$ cat config.mk
export PLATFORM = sky130hd
export DESIGN_NAME = syscall_string_printer_flat
export DESIGN_NICKNAME = d
export VERILOG_FILES = /design/src/rtl/syscall_string_printer_if.sv /design/src/rtl/syscall_string_printer.sv /design/src/flat_wrapper.sv
export SDC_FILE = /design/constraint.sdc
export NUM_CORES = 1
export LEC_CHECK = 0
export CAP_MARGIN = 20
export CORE_ASPECT_RATIO = 0.9
export CORE_UTILIZATION = 50
export DETAILED_ROUTE_END_ITERATION = 16
export PLACE_DENSITY = 0.81
export SETUP_SLACK_MARGIN = 0.05
export SYNTH_ARGS = -nofsm -noshare
export SYNTH_HDL_FRONTEND = slang
export SYNTH_SLANG_ARGS = --single-unit
$ cat constraint.sdc
create_clock -name clk -period 3.6 [get_ports clk]
set_input_delay 0.54 -clock clk [delete_from_list [all_inputs] [get_ports clk]]
set_output_delay 0.54 -clock clk [all_outputs]
set_load 0.01 [all_outputs]
$ cat src/rtl/syscall_string_printer_if.sv
// Bundle of the print-string sequencer's signals: CPU start request,
// data-memory read port and console character sink.
interface syscall_string_printer_if;
    logic        start;
    logic [31:0] strAddr;
    logic [31:0] memAddr;
    logic        memRead;
    logic [31:0] memReadData;
    logic [7:0]  charOut;
    logic        charValid;
    logic        charReady;
    logic        busy;
    logic        done;
    logic        truncated;
    logic [15:0] charCount;

    // Environment side: CPU, data memory and console sink.
    modport master (
        output start, strAddr, memReadData, charReady,
        input  memAddr, memRead, charOut, charValid, busy, done, truncated, charCount
    );

    // Sequencer side.
    modport slave (
        input  start, strAddr, memReadData, charReady,
        output memAddr, memRead, charOut, charValid, busy, done, truncated, charCount
    );
endinterface

$ cat src/rtl/syscall_string_printer.sv
// Print-string syscall sequencer: walks a null-terminated byte string in
// data memory one word at a time and hands characters to the console sink
// over a valid/ready handshake. Strings longer than MAX_LEN are cut short.
module syscall_string_printer #(
    parameter int MAX_LEN = 256
) (
    input  logic                      clk,
    input  logic                      reset,
    syscall_string_printer_if.slave   bus
);

    typedef enum logic [1:0] {
        S_IDLE  = 2'd0,
        S_FETCH = 2'd1,
        S_EMIT  = 2'd2,
        S_DONE  = 2'd3
    } state_t;

    // Compared against the widened count so MAX_LEN = 65535 needs no special case.
    localparam logic [16:0] MAX_LEN_W = 17'(MAX_LEN);

    state_t      state_q, state_d;
    logic [31:0] ptr_q,   ptr_d;     // byte address of the current character
    logic [31:0] word_q,  word_d;    // last fetched memory word
    logic [15:0] count_q, count_d;
    logic        trunc_q, trunc_d;

    logic [7:0]  cur_byte;
    logic [16:0] count_inc;

    // Little-endian byte lane picked by the low pointer bits; bytes below an
    // unaligned start offset are simply never selected.
    assign cur_byte  = word_q[{ptr_q[1:0], 3'b000} +: 8];
    assign count_inc = {1'b0, count_q} + 17'd1;

    // State register; reset abandons any string in progress.
    always_ff @(posedge clk) begin
        if (reset) begin
            state_q <= S_IDLE;
            ptr_q   <= '0;
            word_q  <= '0;
            count_q <= '0;
            trunc_q <= 1'b0;
        end else begin
            state_q <= state_d;
            ptr_q   <= ptr_d;
            word_q  <= word_d;
            count_q <= count_d;
            trunc_q <= trunc_d;
        end
    end

    // Next-state logic: fetch a word, emit its bytes, refetch at word boundary.
    always_comb begin
        state_d = state_q;
        ptr_d   = ptr_q;
        word_d  = word_q;
        count_d = count_q;
        trunc_d = trunc_q;
        case (state_q)
            S_IDLE: begin
                // start is ignored in every other state
                if (bus.start) begin
                    ptr_d   = bus.strAddr;
                    count_d = '0;
                    trunc_d = 1'b0;
                    state_d = S_FETCH;
                end
            end
            S_FETCH: begin
                word_d  = bus.memReadData;
                state_d = S_EMIT;
            end
            S_EMIT: begin
                if (cur_byte == 8'h00) begin
                    // terminator is consumed silently
                    state_d = S_DONE;
                end else if (bus.charReady) begin
                    ptr_d   = ptr_q + 32'd1;   // wraps modulo 2^32
                    count_d = count_inc[15:0];
                    if (count_inc == MAX_LEN_W) begin
                        // stop before touching the next word
                        trunc_d = 1'b1;
                        state_d = S_DONE;
                    end else if (ptr_q[1:0] == 2'b11) begin
                        state_d = S_FETCH;
                    end
                end
            end
            S_DONE: begin
                state_d = S_IDLE;
            end
            default: begin
                state_d = S_IDLE;
            end
        endcase
    end

    // Outputs decode registered state only; charValid never looks at charReady,
    // so charOut stays put while the sink stalls.
    assign bus.memRead   = (state_q == S_FETCH);
    assign bus.memAddr   = {ptr_q[31:2], 2'b00};
    assign bus.charValid = (state_q == S_EMIT) && (cur_byte != 8'h00);
    assign bus.charOut   = bus.charValid ? cur_byte : 8'h00;
    assign bus.busy      = (state_q != S_IDLE);
    assign bus.done      = (state_q == S_DONE);
    assign bus.truncated = trunc_q;
    assign bus.charCount = count_q;

endmodule

$ cat src/flat_wrapper.sv
// flat-port wrapper written by rule: the top's interface ports become plain ports
module syscall_string_printer_flat 
#(
    parameter int MAX_LEN = 256
)
  (clk, reset, bus_start, bus_strAddr, bus_memReadData, bus_charReady, bus_memAddr, bus_memRead, bus_charOut, bus_charValid, bus_busy, bus_done, bus_truncated, bus_charCount);
  syscall_string_printer_if bus_i ();
  input  logic clk;
  input  logic reset;
  input wire logic [$bits(bus_i.start)-1:0] bus_start;
  input wire logic [$bits(bus_i.strAddr)-1:0] bus_strAddr;
  input wire logic [$bits(bus_i.memReadData)-1:0] bus_memReadData;
  input wire logic [$bits(bus_i.charReady)-1:0] bus_charReady;
  output wire logic [$bits(bus_i.memAddr)-1:0] bus_memAddr;
  output wire logic [$bits(bus_i.memRead)-1:0] bus_memRead;
  output wire logic [$bits(bus_i.charOut)-1:0] bus_charOut;
  output wire logic [$bits(bus_i.charValid)-1:0] bus_charValid;
  output wire logic [$bits(bus_i.busy)-1:0] bus_busy;
  output wire logic [$bits(bus_i.done)-1:0] bus_done;
  output wire logic [$bits(bus_i.truncated)-1:0] bus_truncated;
  output wire logic [$bits(bus_i.charCount)-1:0] bus_charCount;
  assign bus_i.start = bus_start;
  assign bus_i.strAddr = bus_strAddr;
  assign bus_i.memReadData = bus_memReadData;
  assign bus_i.charReady = bus_charReady;
  assign bus_memAddr = bus_i.memAddr;
  assign bus_memRead = bus_i.memRead;
  assign bus_charOut = bus_i.charOut;
  assign bus_charValid = bus_i.charValid;
  assign bus_busy = bus_i.busy;
  assign bus_done = bus_i.done;
  assign bus_truncated = bus_i.truncated;
  assign bus_charCount = bus_i.charCount;
  syscall_string_printer #(.MAX_LEN(MAX_LEN)) u_core (.clk(clk), .reset(reset), .bus(bus_i));
endmodule
==> impl_metrics.toml <==
[cts]
h-tree-depth = 3
cts_buffer_depth = 2
insertion_delay_ns = 0.35
path_clk_slew_ns = 0.09
cts-buffers-inserted = 9
cts_tree = "done"
ctsHoldBuffers = 0
post-cts-setup-buffer-count = 0
clock-sinks = 83
root_buffer = "clkbuf_8"

[drt]
wl_um = 14700
final_antenna_net_count = 0
vias = 5370
dr.pass1.iters = 5
drc = 0
viasPerCell = 6.27
drt_iter0_markers = 550
wl_per_cell_um = 17.2

[floorplan]
die_w_um = 108
start_util = 0.518
core_area_um2 = 9740
pin_count = 129
dieArea_um2 = 10500
std_cell_rows = 34
die_h_um = 97.3

[global_routing]
grt_pass1_vias = 5007
antenna_found_initial = 0
grt.overflow.total = 0
grt_util_all_layers = 0.284
grt_pass1_wl_um = 24100
grt_max_degree = 43

[pwr]
combPwrFrac = 0.293
p_switching_uw = 885
power-per-cell-area_nw_per_um2 = 404
p_sw_frac = 0.347
vdd_ir_drop_max_v = 0.000235
power_frac_seq = 0.435
p_clk_frac = 0.272
p_int_uw = 1670
power.leakage_uw = 0.00220

[sta]
finalHoldViolCount = 0
period_minus_slack_ns = 3.42
skew_ns = 0.00933
tightest_slew_ns = 0.966
finalMaxSlewViolations = 0
clock.fmax_ghz = 0.292
setup_viol = 0
timing.final.crit_share = 0.951
hold_slack_ns = 0.458
tns_ns = 0
slew_headroom = 0.356
rsz0062_at_grt = "false"
setup_slack_ns = 0.175

[layout]
nFillCells = 823
layout_common_cells = "clkdlybuf4s50_1 (125), nand2_1 (116), a21oi_1 (82), dfxtp_1 (82), nor2_1 (50)"
nets = 796
drive_gt1_frac = 0.0903
flow.area_growth_from_synthesis_pct = 25.2
final_common_cell = "clkdlybuf4s50_1"
antenna_cells = 0
post-route-cell-area_um2 = 6320
final_util = 0.648

[placement]
gp_congestion = 0.886
hpwlAfterDp_um = 10400
place_ws_ns = 0.416
io_buffer_count = 126
placed_cell_area_um2 = 6110

[yosys]
syn_area_per_cell_um2 = 7.68
synth.area.top_cells = "dfxtp_1 (33%), nand2_1 (8.6%), a21oi_1 (8.1%)"
synthFlopType = "dfxtp_1"
synth_warnings = 0
ys_types = 72
ys_seq_area_frac = 0.329
synth_top_cell_area_share = 0.329
yosys.area.top_type = "dfxtp_1"
synth_edf_count = 0
syn_area_um2 = 5050
synth_cells = 657
synth_seq_cells = 83
async_flop_share = 0

[setup_path]
cpLargestDelayFamily = "flip-flops"
critical_path_class = "reg -> out"
worstPathCellList = "mux4_1 -> or4_4 -> o21ai_0 -> buf_4 -> inv_1 -> clkdlybuf4s50_1"
worst_path_max_delay_cell = "dfxtp_1"
crit_fanout = 13
startpoint_type = "flop"
slowest_delay_ns = 0.66
regToRegStartpoint = "u_core.ptr_q[1]"
arrival_ns = 2.88
critPathLaunch = "u_core.ptr_q[1]"
crit_buf_inv = 3
worstPathRequired_ns = 3.06
end_kind = "output port"
reg2reg_slack_ns = 0.73

[worst_hold_path]
hold_path.startpoint = "u_core.word_q[14]"
holdCritPathClass = "reg -> reg"

[job]
cap_violations = 0

[outcome]
status = "complete, no violations"
[worst paths after layout]
kind | endpoint | cells past startpoint
hold / removal | u_core.word_q[14] | 2
setup / recovery | bus_charValid | 6
hold reg to reg | u_core.word_q[14] | 2
setup reg to reg | u_core.ptr_q[29] | 7
[flip-flops by register name (all words and copies together) (netlist names)]
register / flops
u_core.state_q: 2
u_core.bus.truncated: 1
u_core.ptr_q: 32
u_core.word_q: 32
u_core.bus.charCount: 16
[metal layers]
layer  vias to the layer above  wire length [µm]  part of all wire  global-route usage
li1                       2489                 -                 -                   -
met1                      2514              6150              0.42               0.383
met2                       333              6870              0.47               0.453
met3                        34              1390             0.094              0.0530
met4                         0               318             0.022              0.0980
met5                         -                 0                 0                   0
[logic make-up after synthesis]
logic type,synth area share
buffers and inverters,0.0962
multiplexers,0.0454
adder cells (fa/ha/maj),0.00496
AO/OA/AOI/OAI,0.237
other,0.000743
AND/OR/NAND/NOR,0.279
flip-flops,0.329
XOR/XNOR,0.00694
[layout make-up]
class	instances	area [µm²]	share of cell area
Sequential cell	83	1670	0.264
Clock buffer	9	124	0.0196
Clock inverter	7	75.1	0.0119
Inverter	4	15.0	0.00238
Tap cell	126	158	0.0250
Timing Repair Buffer	141	1370	0.217
Multi-Input combinational cell	487	2910	0.461
[synth_stat cells, drive strengths merged (4+ instances only)]
master,count
and3,15
a21o,5
xnor2,4
a221oi,5
clkbuf,41
or4b,4
nand4,10
dfxtp,83
and2,13
o211ai,4
nand3,24
a21oi,84
and4,6
buf,43
o31ai,6
a31oi,10
nor2,52
a32o,4
or4,5
inv,4
mux4,8
nor3,12
nand2,117
a311oi,8
nand3b,4
a211oi,8
nor4,6
o21ai,27
o22ai,4
[metrics by stage]
| stage | cells | total power [µW] |
|---|---|---|
| floorplan | 658 | 1610 |
| global placement | 841 | 1840 |
| detailed placement | 841 | 1860 |
| CTS | 857 | 2560 |
| global route | 857 | 2670 |
| finish | 857 | 2550 |
[timing repair]
action | in CTS | in global routing
setup endpoints to repair | 1 | 1
hold endpoints to repair | 0 | 0
resized for setup | 1 | 1
[power by group through the flow]
| stage | combinational (µW) | sequential, µW | clock (µW) |
|---|---|---|---|
| finish | 748 | 1110 | 696 |
| global route | 807 | 1120 | 739 |
| CTS | 742 | 1110 | 708 |
| detailed placement | 738 | 1130 | 0 |
| global placement | 720 | 1120 | 0 |
| floorplan | 531 | 1080 | 0 |
[worst register-to-register path, cell delays in order, from the launching register on]
cell     delay, ns
dfxtp_1       0.66
mux4_1        0.41
or4_4         0.62
o21a_1        0.37
buf_4         0.28
nor3_4        0.19
o21ai_0       0.15
o21ai_0       0.10
Note: power is estimated with default switching activity, not from simulation.
